File: src/rtl/key_pwd_lock.sv
// 4-digit keypad password lock fed by the matrix key scanner's one-cycle key strobes.
// Define LOCKOUT_EN to add the MAX_FAIL lockout (LOCK state, T_LOCK timer, locked output).
module key_pwd_lock #(
  parameter logic [15:0] PWD      = 16'h1234,
  parameter int unsigned T_IDLE   = 125_000_000,
  parameter int unsigned T_OPEN   = 75_000_000,
  parameter int unsigned T_LOCK   = 250_000_000,
  parameter int unsigned MAX_FAIL = 3
) (
  input  logic        clk,
  input  logic        rst,
  input  logic [3:0]  key_num,
  input  logic        key_vld,
  output logic [15:0] digits,
  output logic [2:0]  digit_cnt,
  output logic        unlock,
  output logic        alarm,
  output logic        locked
);

  localparam int unsigned T_MAX = (T_IDLE > T_OPEN) ? ((T_IDLE > T_LOCK) ? T_IDLE : T_LOCK)
                                                    : ((T_OPEN > T_LOCK) ? T_OPEN : T_LOCK);
  localparam int TW = (T_MAX > 2) ? $clog2(T_MAX) : 1;
  localparam int FW = $clog2(MAX_FAIL + 1);

  localparam logic [TW-1:0] IDLE_LAST = TW'(T_IDLE - 1);
  localparam logic [TW-1:0] OPEN_LAST = TW'(T_OPEN - 1);
`ifdef LOCKOUT_EN
  localparam logic [TW-1:0] LOCK_LAST = TW'(T_LOCK - 1);
  localparam logic [FW-1:0] FAIL_LAST = FW'(MAX_FAIL - 1);
`endif

  typedef enum logic [2:0] {S_IDLE, S_ENTRY, S_CHECK, S_OPEN, S_LOCK} state_t;

  state_t          state_q, state_d;
  logic [TW-1:0]   timer_q, timer_d;
  logic [FW-1:0]   fail_q, fail_d;
  logic [15:0]     digits_d;
  logic [2:0]      cnt_d;
  logic            unlock_d, alarm_d;

  logic key_digit, key_enter, key_clear;
  assign key_digit = key_vld && (key_num <= 4'd9);
  assign key_enter = key_vld && (key_num == 4'hA);
  assign key_clear = key_vld && (key_num == 4'hB);

`ifdef LOCKOUT_EN
  logic locked_q, locked_d;
  assign locked = locked_q;
`else
  assign locked = 1'b0;
`endif

  always_comb begin
    // NOTE: every signal gets a default before the case so no path can infer a latch.
    state_d  = state_q;
    timer_d  = timer_q + 1'b1;
    fail_d   = fail_q;
    digits_d = digits;
    cnt_d    = digit_cnt;
    unlock_d = unlock;
    alarm_d  = 1'b0;
`ifdef LOCKOUT_EN
    locked_d = locked_q;
`endif
    unique case (state_q)
      S_IDLE: begin
        timer_d = '0;
        if (key_digit) begin
          state_d  = S_ENTRY;
          digits_d = {12'hFFF, key_num};
          cnt_d    = 3'd1;
        end
      end
      S_ENTRY: begin
        // A digit beyond the fourth is dropped and, like C..F, does not restart the timer.
        if (key_digit && digit_cnt < 3'd4) begin
          digits_d = {digits[11:0], key_num};
          cnt_d    = digit_cnt + 3'd1;
          timer_d  = '0;
        end else if (key_clear || (!key_enter && timer_q == IDLE_LAST)) begin
          state_d  = S_IDLE;
          digits_d = 16'hFFFF;
          cnt_d    = 3'd0;
        end else if (key_enter) begin
          state_d = S_CHECK;
        end
      end
      S_CHECK: begin
        if (digit_cnt == 3'd4 && digits == PWD) begin
          state_d  = S_OPEN;
          unlock_d = 1'b1;
          fail_d   = '0;
        end else begin
          alarm_d  = 1'b1;
          fail_d   = (fail_q == '1) ? fail_q : fail_q + 1'b1;
          digits_d = 16'hFFFF;
          cnt_d    = 3'd0;
          state_d  = S_IDLE;
`ifdef LOCKOUT_EN
          if (fail_q == FAIL_LAST) begin
            state_d  = S_LOCK;
            locked_d = 1'b1;
          end
`endif
        end
      end
      S_OPEN: begin
        if (key_clear || timer_q == OPEN_LAST) begin
          state_d  = S_IDLE;
          unlock_d = 1'b0;
          digits_d = 16'hFFFF;
          cnt_d    = 3'd0;
        end
      end
`ifdef LOCKOUT_EN
      S_LOCK: begin
        if (timer_q == LOCK_LAST) begin
          state_d  = S_IDLE;
          locked_d = 1'b0;
          fail_d   = '0;
        end
      end
`endif
      default: state_d = S_IDLE;
    endcase
    if (state_d != state_q) timer_d = '0;
  end

  // NOTE: sequential state uses non-blocking assignments so all registers update together.
  always_ff @(posedge clk or posedge rst) begin
    if (rst) begin
      state_q   <= S_IDLE;
      timer_q   <= '0;
      fail_q    <= '0;
      digits    <= 16'hFFFF;
      digit_cnt <= 3'd0;
      unlock    <= 1'b0;
      alarm     <= 1'b0;
    end else begin
      state_q   <= state_d;
      timer_q   <= timer_d;
      fail_q    <= fail_d;
      digits    <= digits_d;
      digit_cnt <= cnt_d;
      unlock    <= unlock_d;
      alarm     <= alarm_d;
    end
  end

`ifdef LOCKOUT_EN
  always_ff @(posedge clk or posedge rst) begin
    if (rst) locked_q <= 1'b0;
    else     locked_q <= locked_d;
  end
`endif

endmodule

File: config.mk
export PLATFORM = sky130hd
export DESIGN_NAME = key_pwd_lock
export DESIGN_NICKNAME = d
export VERILOG_FILES = /design/src/rtl/key_pwd_lock.sv
export SDC_FILE = /design/constraint.sdc
export NUM_CORES = 1
export LEC_CHECK = 0
export BUFFER_PORTS_ARGS = -buffer_cell sky130_fd_sc_hd__buf_2
export CAP_MARGIN = 25
export CORE_MARGIN = 3
export CORE_UTILIZATION = 30
export DETAILED_ROUTE_END_ITERATION = 6
export SETUP_SLACK_MARGIN = 0.02
export SLEW_MARGIN = 20
export SYNTH_ARGS = -nofsm -noshare
export SYNTH_HDL_FRONTEND = slang
export SYNTH_SLANG_ARGS = --single-unit
File: constraint.sdc
create_clock -name clk -period 6.44 [get_ports clk]
set_clock_uncertainty 0.2 [all_clocks]
set_input_delay 1.288 -clock clk [delete_from_list [all_inputs] [get_ports clk]]
set_output_delay 1.288 -clock clk [all_outputs]
set_load 0.1 [all_outputs]
==> flow_summary_export.csv <==
group,metric,value,unit
cts,htreeDepth,2,
floorplanning,io_pins,29,
cts,cts_hold_buffers,0,
floorplanning,rows,32,
hold_path,whs_path_depth,1,
sta,fin_ws,3.216,ns
yosys,synth_compound_area_share,10.35,%
cells_and_area,layout.nets,277,
cells_and_area,drive_gt1_share,22.01,%
yosys,synthFlopType,"dfrtp_1",
cts,numCtsBuffers,5,
cells_and_area,n_antenna_cell,0,
cells_and_area,area_growth,12.74,%
sta,setup_viol,0,
worst_setup_path,path_max_fanout,16,
grt,antenna_found_initial,0,
worst_setup_path,worstPathArrival,3.21,ns
drt,drtIter0Drc,67,
sta,relSlewSlack,43.45,%
grt,grt_max_degree,53,
floorplanning,core-area,7928,µm²
drt,wl_per_cell,13.46,µm
yosys,synth_fa_ha_area_share,1.493,%
outcome,status,"completed",
worst_setup_path,reg2reg_depth,6,
cts,post_cts_resized,0,
grt,grt-ovfl-total,0,
cts,postCtsSetupBuffers,0,
yosys,yosysTopAreaCell,"dfrtp_1",
yosys,ys_async_sr_fraction,100.0,%
grt,grt_first_pass_wirelength,8466,µm
sta,worst_pin_slew,0.8418,ns
floorplanning,dieArea,9513,µm²
worst_setup_path,worstSetupPathType,"primary input to flop",
power_and_ir_drop,p_per_area,231.0,nW/µm²
yosys,syn_area_per_cell,10.61,µm²
cts,cts_root_buffer,"clkbuf_8",
cts,clock_path_buffers,2,
sta,maxSlewViolCount,0,
cells_and_area,final_util,35.75,%
sta,min_period_over_period,50.06,%
placed_design,placedCellCount,362,
drt,vias_per_cell,4.959,
power_and_ir_drop,vdd_drop_max,0.08796,mV
yosys,synth-seq-cells,52,
yosys,synth_top_family_by_area,"simple AND/OR/NAND/NOR gates",
sta,rsz0062_at_grt,"no",
hold_path,hp-class,"flop to flop",
yosys,synth_area_leaders,"dfrtp_1, dfstp_2, xor2_1",
yosys,syn-instance-count,237,
drt,dr.pass1.iters,4,
worst_setup_path,crit_path_end_kind,"flop",
worst_setup_path,worstSetupStartpointType,"primary input",
yosys,synth_area,2514,µm²
yosys,yosys_warnings,0,
cts,cts_tree,"done",
yosys,ys_seq_area_share,52.56,%
yosys,synthXorXnorAreaFrac,8.711,%
yosys,synthMuxAreaShare,0.5973,%
yosys,synth_edf_count,0,
drt,antenna_left,0,
grt,grt_pass1_vias,1766,
placed_design,hpwlAfterDp,3502,µm
yosys,synth_top_area_share,35.84,%
yosys,synth-simple-area-share,23.05,%
drt,dr_total_vias,1835,
placed_design,routabilityCongestion,0.7324,
placed_design,dp_slack,2.890,ns
sta,min_period,3.224,ns
floorplanning,start_util,31.71,%
cts,cts.clk_slew.worst_paths,0.09,ns
drt,routed_wl,4982,µm
drt,drc_errors,0,
grt,track_usage,10.72,%
job,drv_cap,0,
power_and_ir_drop,leakage,1.087,nW
cts,cts_num_sinks,52,
cts,clock_latency,0.30,ns
worst_setup_path,required,6.43,ns
sta,fmax,310.2,MHz
floorplanning,die_x,97.54,µm
yosys,ys_types,43,
sta,finalHoldViolCount,0,
placed_design,io_buffer_count,27,
sta,finalSetupTns,0,ns
cells_and_area,finalNonFillerCells,370,
floorplanning,fp.dieH,97.54,µm
-- path summary, 6_finish.rpt --
path	end	start	slack, ns
max in group asynchronous	timer_q[21]$_DFF_PP0_	rst	4.67
setup / recovery	timer_q[4]$_DFF_PP0_	key_num[1]	3.22
hold / removal	timer_q[0]$_DFF_PP0_	timer_q[0]$_DFF_PP0_	0.32
hold reg to reg	timer_q[0]$_DFF_PP0_	timer_q[0]$_DFF_PP0_	0.32
setup reg to reg	digit_cnt[0]$_DFFE_PP0P_	timer_q[15]$_DFF_PP0_	3.57
min in group asynchronous	timer_q[4]$_DFF_PP0_	rst	0.94
-- registers in the layout, summed over array words and instances (netlist names) --
name	cells
timer_q	28
unlock	1
alarm	1
digits	16
digit_cnt	3
state_q	3
-- cell usage after synthesis, drive strengths merged, types with 2 or more instances --
cell    instances
buf             5
nand2b          2
and2            3
and3            3
xor2           20
clkbuf          2
inv             7
and4            2
o311a           2
xnor2           5
nor4b           3
o21ai           6
nand3          14
nor3            5
nand4          11
dfrtp          36
a21oi           4
nand2          13
dfstp          16
o22ai           3
nor2           38
nor4bb          5
ha              3
o22a           16
-- cells by family after synthesis --
family,after synthesis
mux,1
fa+ha+maj,3
buf+inv,14
other cells,1
simple gates,107
compound gates,34
xor+xnor,25
flops,52
-- layout make-up --
class | instances | area, µm²
tap | 102 | 127.6
multi-input combinational | 172 | 1119
fill | 811 | 5094
timing repair buffer | 29 | 150.1
inverter | 7 | 26.28
sequential | 52 | 1321
clock buffer | 8 | 90.09
-- cells in the final DEF, fill, tap and decap left out, types with 6 or more instances in the layout --
cell type / count
nand2_1: 13
buf_2: 27
xor2_1: 20
nor2_1: 38
dfrtp_1: 36
clkbuf_8: 6
dfstp_2: 16
inv_1: 6
nand3_1: 14
nand4_1: 11
o22a_1: 16
-- report_power, final --
| group | switching, mW | internal [mW] | total (mW) |
|---|---|---|---|
| clock | 0.101 | 0.0879 | 0.189 |
| sequential | 0.0111 | 0.341 | 0.353 |
| combinational | 0.0924 | 0.0208 | 0.113 |
-- worst max-delay path, stage by stage --
cell      delay [ns]
buf_2           0.12
o21ai_0         0.30
nand2_1         0.12
o21ai_0         0.31
a211oi_1        0.11
a31oi_2         0.54
buf_4           0.33
nor2_1          0.08
-- metal layers --
metal,vias up,global-route usage (%),part of all wire (%)
li1,896,-,-
met1,902,14.21,48
met2,31,17.29,48
met3,6,2.225,2.8
met4,0,3.834,1.3
met5,-,0,0
-- through the flow --
step / power, mW / area [µm²] / hold slack [ns]
finish: 0.6547 / 2834 / 0.3216
global route: 0.6869 / 2834 / 0.3508
CTS: 0.6638 / 2834 / 0.3283
detailed placement: 0.4734 / 2744 / 0.3157
global placement: 0.4726 / 2744 / 0.3086
floorplan: 0.4560 / 2517 / 0.2747
No activity file was read; power rests on OpenSTA's default activity.
